File: src/rtl/rev_alu_out_stage.sv
`default_nettype none
// ============================================================================
//  Module      : rev_alu_out_stage
//  Description : Output stage of the reversible-logic ALU. Selects the result
//                from the Toffoli P/Q/R buses, computes zero/parity/negative
//                flags at write time, and buffers result+tag+flags in a small
//                FIFO with a valid/ready handshake. Counts delivered results.
//  Revision    : 1.0  initial release
//
//  Ports
//    clk, rst            : clock (rising edge), asynchronous active-high reset
//    in_valid/in_ready   : upstream handshake (in_ready is registered-state only)
//    in_sel              : 00=P 01=Q 10=R 11=P^Q^R
//    in_tag              : tag carried with the result
//    p, q, r             : Toffoli datapath outputs
//    out_valid/out_ready : downstream handshake
//    out_data/out_tag    : head-of-FIFO result and tag
//    out_zero/parity/neg : stored flags of the head result
//    result_count        : completed output handshakes, wraps mod 2^16
//    stall_count         : edges with out_valid && !out_ready, saturating;
//                          present only when REV_OUT_STALL_CNT_EN is defined,
//                          otherwise tied to zero
// ============================================================================
module rev_alu_out_stage #(
    parameter int WIDTH = 32,
    parameter int DEPTH = 2,
    parameter int TAG_W = 4
) (
    input  logic               clk,
    input  logic               rst,
    input  logic               in_valid,
    output logic               in_ready,
    input  logic [1:0]         in_sel,
    input  logic [TAG_W-1:0]   in_tag,
    input  logic [WIDTH-1:0]   p,
    input  logic [WIDTH-1:0]   q,
    input  logic [WIDTH-1:0]   r,
    output logic               out_valid,
    input  logic               out_ready,
    output logic [WIDTH-1:0]   out_data,
    output logic [TAG_W-1:0]   out_tag,
    output logic               out_zero,
    output logic               out_parity,
    output logic               out_neg,
    output logic [15:0]        result_count,
    output logic [15:0]        stall_count
);

    localparam int                 c_PTR_W = $clog2(DEPTH);
    localparam logic [c_PTR_W:0]   c_FULL  = DEPTH[c_PTR_W:0];

    // FIFO storage: result, tag and the flags captured at write time
    logic [WIDTH-1:0]   r_data   [DEPTH];
    logic [TAG_W-1:0]   r_tag    [DEPTH];
    logic               r_zero   [DEPTH];
    logic               r_parity [DEPTH];
    logic               r_neg    [DEPTH];

    logic [c_PTR_W-1:0] r_wr_ptr;
    logic [c_PTR_W-1:0] r_rd_ptr;
    logic [c_PTR_W:0]   r_count;
    logic [15:0]        r_result_count;

    logic [WIDTH-1:0]   w_sel_data;
    logic               w_sel_zero;
    logic               w_sel_parity;
    logic               w_sel_neg;
    logic               w_push;
    logic               w_pop;

    // ------------------------------------------------------------------
    // Result select and flag generation
    // ------------------------------------------------------------------
    always_comb begin
        w_sel_data = p;
        case (in_sel)
            2'b00:   w_sel_data = p;
            2'b01:   w_sel_data = q;
            2'b10:   w_sel_data = r;
            default: w_sel_data = p ^ q ^ r;
        endcase
    end

    assign w_sel_zero   = (w_sel_data == '0);
    assign w_sel_parity = ^w_sel_data;
    assign w_sel_neg    = w_sel_data[WIDTH-1];

    // ------------------------------------------------------------------
    // Handshake. Both ready/valid depend only on the occupancy register,
    // so out_ready never reaches in_ready combinationally. An empty FIFO
    // has out_valid=0, so a push into it cannot be popped on the same edge.
    // ------------------------------------------------------------------
    assign in_ready  = (r_count != c_FULL);
    assign out_valid = (r_count != '0);
    assign w_push    = in_valid && in_ready;
    assign w_pop     = out_valid && out_ready;

    // ------------------------------------------------------------------
    // Storage write
    // ------------------------------------------------------------------
    always_ff @(posedge clk or posedge rst) begin
        if (rst) begin
            for (int i = 0; i < DEPTH; i++) begin
                r_data[i]   <= '0;
                r_tag[i]    <= '0;
                r_zero[i]   <= 1'b0;
                r_parity[i] <= 1'b0;
                r_neg[i]    <= 1'b0;
            end
        end else if (w_push) begin
            r_data[r_wr_ptr]   <= w_sel_data;
            r_tag[r_wr_ptr]    <= in_tag;
            r_zero[r_wr_ptr]   <= w_sel_zero;
            r_parity[r_wr_ptr] <= w_sel_parity;
            r_neg[r_wr_ptr]    <= w_sel_neg;
        end
    end

    // ------------------------------------------------------------------
    // Pointers, occupancy and delivered-result counter
    // ------------------------------------------------------------------
    always_ff @(posedge clk or posedge rst) begin
        if (rst) begin
            r_wr_ptr       <= '0;
            r_rd_ptr       <= '0;
            r_count        <= '0;
            r_result_count <= 16'h0000;
        end else begin
            if (w_push) begin
                r_wr_ptr <= r_wr_ptr + 1'b1;
            end
            if (w_pop) begin
                r_rd_ptr       <= r_rd_ptr + 1'b1;
                r_result_count <= r_result_count + 16'h0001;
            end
            case ({w_push, w_pop})
                2'b10:   r_count <= r_count + 1'b1;
                2'b01:   r_count <= r_count - 1'b1;
                default: r_count <= r_count;
            endcase
        end
    end

    assign out_data     = r_data[r_rd_ptr];
    assign out_tag      = r_tag[r_rd_ptr];
    assign out_zero     = r_zero[r_rd_ptr];
    assign out_parity   = r_parity[r_rd_ptr];
    assign out_neg      = r_neg[r_rd_ptr];
    assign result_count = r_result_count;

    // ------------------------------------------------------------------
    // Optional stall counter (saturating)
    // ------------------------------------------------------------------
`ifdef REV_OUT_STALL_CNT_EN
    logic [15:0] r_stall_count;

    always_ff @(posedge clk or posedge rst) begin
        if (rst) begin
            r_stall_count <= 16'h0000;
        end else if (out_valid && !out_ready && (r_stall_count != 16'hFFFF)) begin
            r_stall_count <= r_stall_count + 16'h0001;
        end
    end

    assign stall_count = r_stall_count;
`else
    assign stall_count = 16'h0000;
`endif

endmodule
`default_nettype wire
File: config.mk
export PLATFORM = sky130hd
export DESIGN_NAME = rev_alu_out_stage
export DESIGN_NICKNAME = d
export VERILOG_FILES = /design/src/rtl/rev_alu_out_stage.sv
export SDC_FILE = /design/constraint.sdc
export NUM_CORES = 1
export LEC_CHECK = 0
export CORE_AREA = 10 10 124 126
export DETAILED_ROUTE_END_ITERATION = 7
export DIE_AREA = 0 0 134 136
export GPL_TIMING_DRIVEN = 0
export HOLD_SLACK_MARGIN = 0.15
export PLACE_DENSITY = 0.82
export SETUP_SLACK_MARGIN = 0.3
export SYNTH_ARGS = -nofsm -noshare
export SYNTH_HDL_FRONTEND = slang
export SYNTH_SLANG_ARGS = --single-unit
File: constraint.sdc
create_clock -name clk -period 8.65 [get_ports clk]
set_clock_uncertainty 0.15 [all_clocks]
set_input_delay 1.73 -clock clk [delete_from_list [all_inputs] [get_ports clk]]
set_output_delay 1.73 -clock clk [all_outputs]
set_load 0.1 [all_outputs]
==> flow_summary.yaml <==
sta:
  hold_violations: 0
  drv_slew: 0
  finalSetupViolCount: 0
  worst_slew_pin_slew_ns: 1.026
  timing.final.crit_share_pct: 56.06
  timing.fmax_mhz: 206.2
  rsz0062_at_grt: "no"
  fin_tns_setup_ns: 0
  maxSlewHeadroom_pct: 31.36
  min_period_ns: 4.849
  hold_ws_ns: 0.3257
global_route:
  grt_pass1_vias: 5643
  track_usage_pct: 20.29
  grt_overflow: 0
  grt_pass1_wl_mm: 29.93
  grt_max_degree: 69
  antenna_found_initial: 0
route:
  met1Wirelength_mm: 7.934
  dr_wl_met2_mm: 9.221
  wl_per_cell_um: 17.82
  num_vias: 5725
  routed.top_layer: "met4"
  postRouteAntennaNets: 0
  first_iter_violations: 357
  wirelength_mm: 18.83
  drc: 0
  dr_wl_met3_mm: 1.310
  drt_pass1_iterations: 5
  viasPerCell: 5.416
floorplanning:
  initial_core_util_pct: 51.23
  die_h_um: 136
  rows: 42
  core_area_um2: 12980
  fp.dieW_um: 134
  dieArea_um2: 18220
  io_pins: 179
logic_synthesis:
  ys_seq_area_share_pct: 36.12
  muxShareOfSynthArea_pct: 25.04
  synth_flop_cell: "dfrtp_1"
  synth_most_common_cell: "mux2_2"
  yosysTopAreaCell: "dfrtp_1"
  synth_compound_area_share_pct: 13.83
  async_flop_share_pct: 100.0
  synth_fa_ha_area_share_pct: 3.387
  yosys-top-cells-area: "dfrtp_1 (36%), mux2_2 (18%), mux2i_1 (6.9%), o21ai_0 (3.9%), inv_1 (3.6%)"
  synth_top_area_share_pct: 36.12
  synth.distinct_cells: 42
  synth-seq-cells: 96
  synth_top_family_by_area: "multiplexers"
  syn-cell-area_um2: 6650
  synth_edf_count: 0
  synth-simple-area-share_pct: 8.862
  synthXorXnorAreaFrac_pct: 4.478
  ys_warn_count: 0
  synthTopCellsByCount: "mux2_2 (107), dfrtp_1 (96), inv_1 (63)"
  syn_avg_cell_area_um2: 9.652
  synth_cells: 689
worst_setup_path:
  endpoint_kind: "output pin"
  cp-start-kind: "flip-flop"
  arrival_ns: 2.97
  crit_type: "reg2out"
  path_max_fanout: 10
  critical_path_required_ns: 6.77
clock_network:
  cts.sinks: 96
  hold_buffers: 0
  clockBufferDepth: 2
  cts_tree: "done"
  cts_setup_buffers: 0
  cts_resized: 0
  cts.htree.levels: 3
  root_buffer: "clkbuf_16"
  clk_latency_ns: 0.34
  clk_pin_slew_worst_paths_ns: 0.07
  cts_buffers: 9
placement:
  post_dp_cell_area_um2: 8558
  place_congestion: 0.8214
  port_buffers: 160
  placed_cells: 1041
  hpwl_mm: 14.63
final_layout:
  multi_input_area_um2: 3757
  drive_gt1_share_pct: 19.41
  stdcell_count: 1057
  design_area_um2: 8833
  nets: 1000
  antenna_cells: 0
  fillers: 1060
  layout.area.seq_um2: 2402
  area_delta_synth_final_pct: 32.83
status:
  outcome: "finished clean"
power:
  peakVddDrop_v: 0.0004329
  p_total_w: 0.003516
  power_density_nw_per_um2: 398.0
  cellLeakagePower_nw: 4.059
flow_run:
  drv_cap: 0
worst_hold_path:
  hold_class: "reg2reg"
sequential cells by signal, indices dropped and copies added, names as in the netlist:
name          cells
r_data           64
result_count     16
r_tag             8
r_count           2
r_parity          2
r_zero            2
r_rd_ptr          1
r_wr_ptr          1
kinds of logic after synthesis:
family | Yosys count
mux | 153
compound gates | 139
simple gates | 131
buf+inv | 117
flops | 96
xor+xnor | 34
fa+ha+maj | 18
other cells | 1
path summary, 6_finish.rpt:
kind,from,end,slack [ns],cells past startpoint
worst min-delay path,result_count[15]$_DFFE_PP0P_,result_count[15]$_DFFE_PP0P_,0.33,1
min in group asynchronous,rst,result_count[8]$_DFFE_PP0P_,1.58,2
worst min register to register,result_count[15]$_DFFE_PP0P_,result_count[15]$_DFFE_PP0P_,0.33,1
worst max-delay path,r_rd_ptr$_DFFE_PP0P_,out_data[17],3.80,4
max in group asynchronous,rst,r_data[49]$_DFFE_PP0P_,6.12,3
worst max register to register,r_count[0]$_DFFE_PP0P_,r_tag[1]$_DFFE_PP0P_,6.63,5
area by class of cell:
cell class                 count  share of cell area (%)
tap                          176                   2.493
inverter                      65                   2.819
clock buffer                  11                   2.635
timing repair buffer         161                   18.44
buffer                        52                   3.399
sequential                    96                   27.20
clock inverter                 5                  0.4816
multi-input combinational    491                   42.54
cells in the final DEF, fill, tap and decap left out, drive strengths merged, types with 9 or more instances in the layout:
cell	count
clkdlybuf4s50	160
mux2	107
dfrtp	96
inv	66
nand2	62
o21ai	57
mux2i	46
buf	42
nor2	37
xnor2	25
a22oi	23
a31oi	23
clkbuf	22
ha	18
conb	16
nand3	13
o22a	9
xor2	9
through the flow:
stage / worst slack, ns / util [%]
floorplan: 4.265 / -
global placement: 2.792 / 65.70
detailed placement: 3.896 / 65.93
CTS: 3.782 / 68.05
global route: 3.712 / 68.05
finish: 3.801 / 68.05
worst max-delay path, cell delays in order (launching register included):
cell and delay (ns):
dfrtp_1 0.36, buf_2 0.27, buf_1 0.56, mux2_2 0.27, clkdlybuf4s50_1 1.17
layer usage:
| layer | global-route usage, % | vias up |
|---|---|---|
| met1 | 24.78 | 2749 |
| met2 | 34.42 | 176 |
| met4 | 6.227 | 0 |
| met3 | 5.240 | 28 |
| met5 | 0 | - |
| li1 | - | 2772 |
where the power goes:
group          total [W]  internal [W]  switching, W
combinational    0.00238      0.000738       0.00164
sequential      0.000767      0.000652      0.000114
clock           0.000370      0.000198      0.000172
No activity file was read; power rests on OpenSTA's default activity.
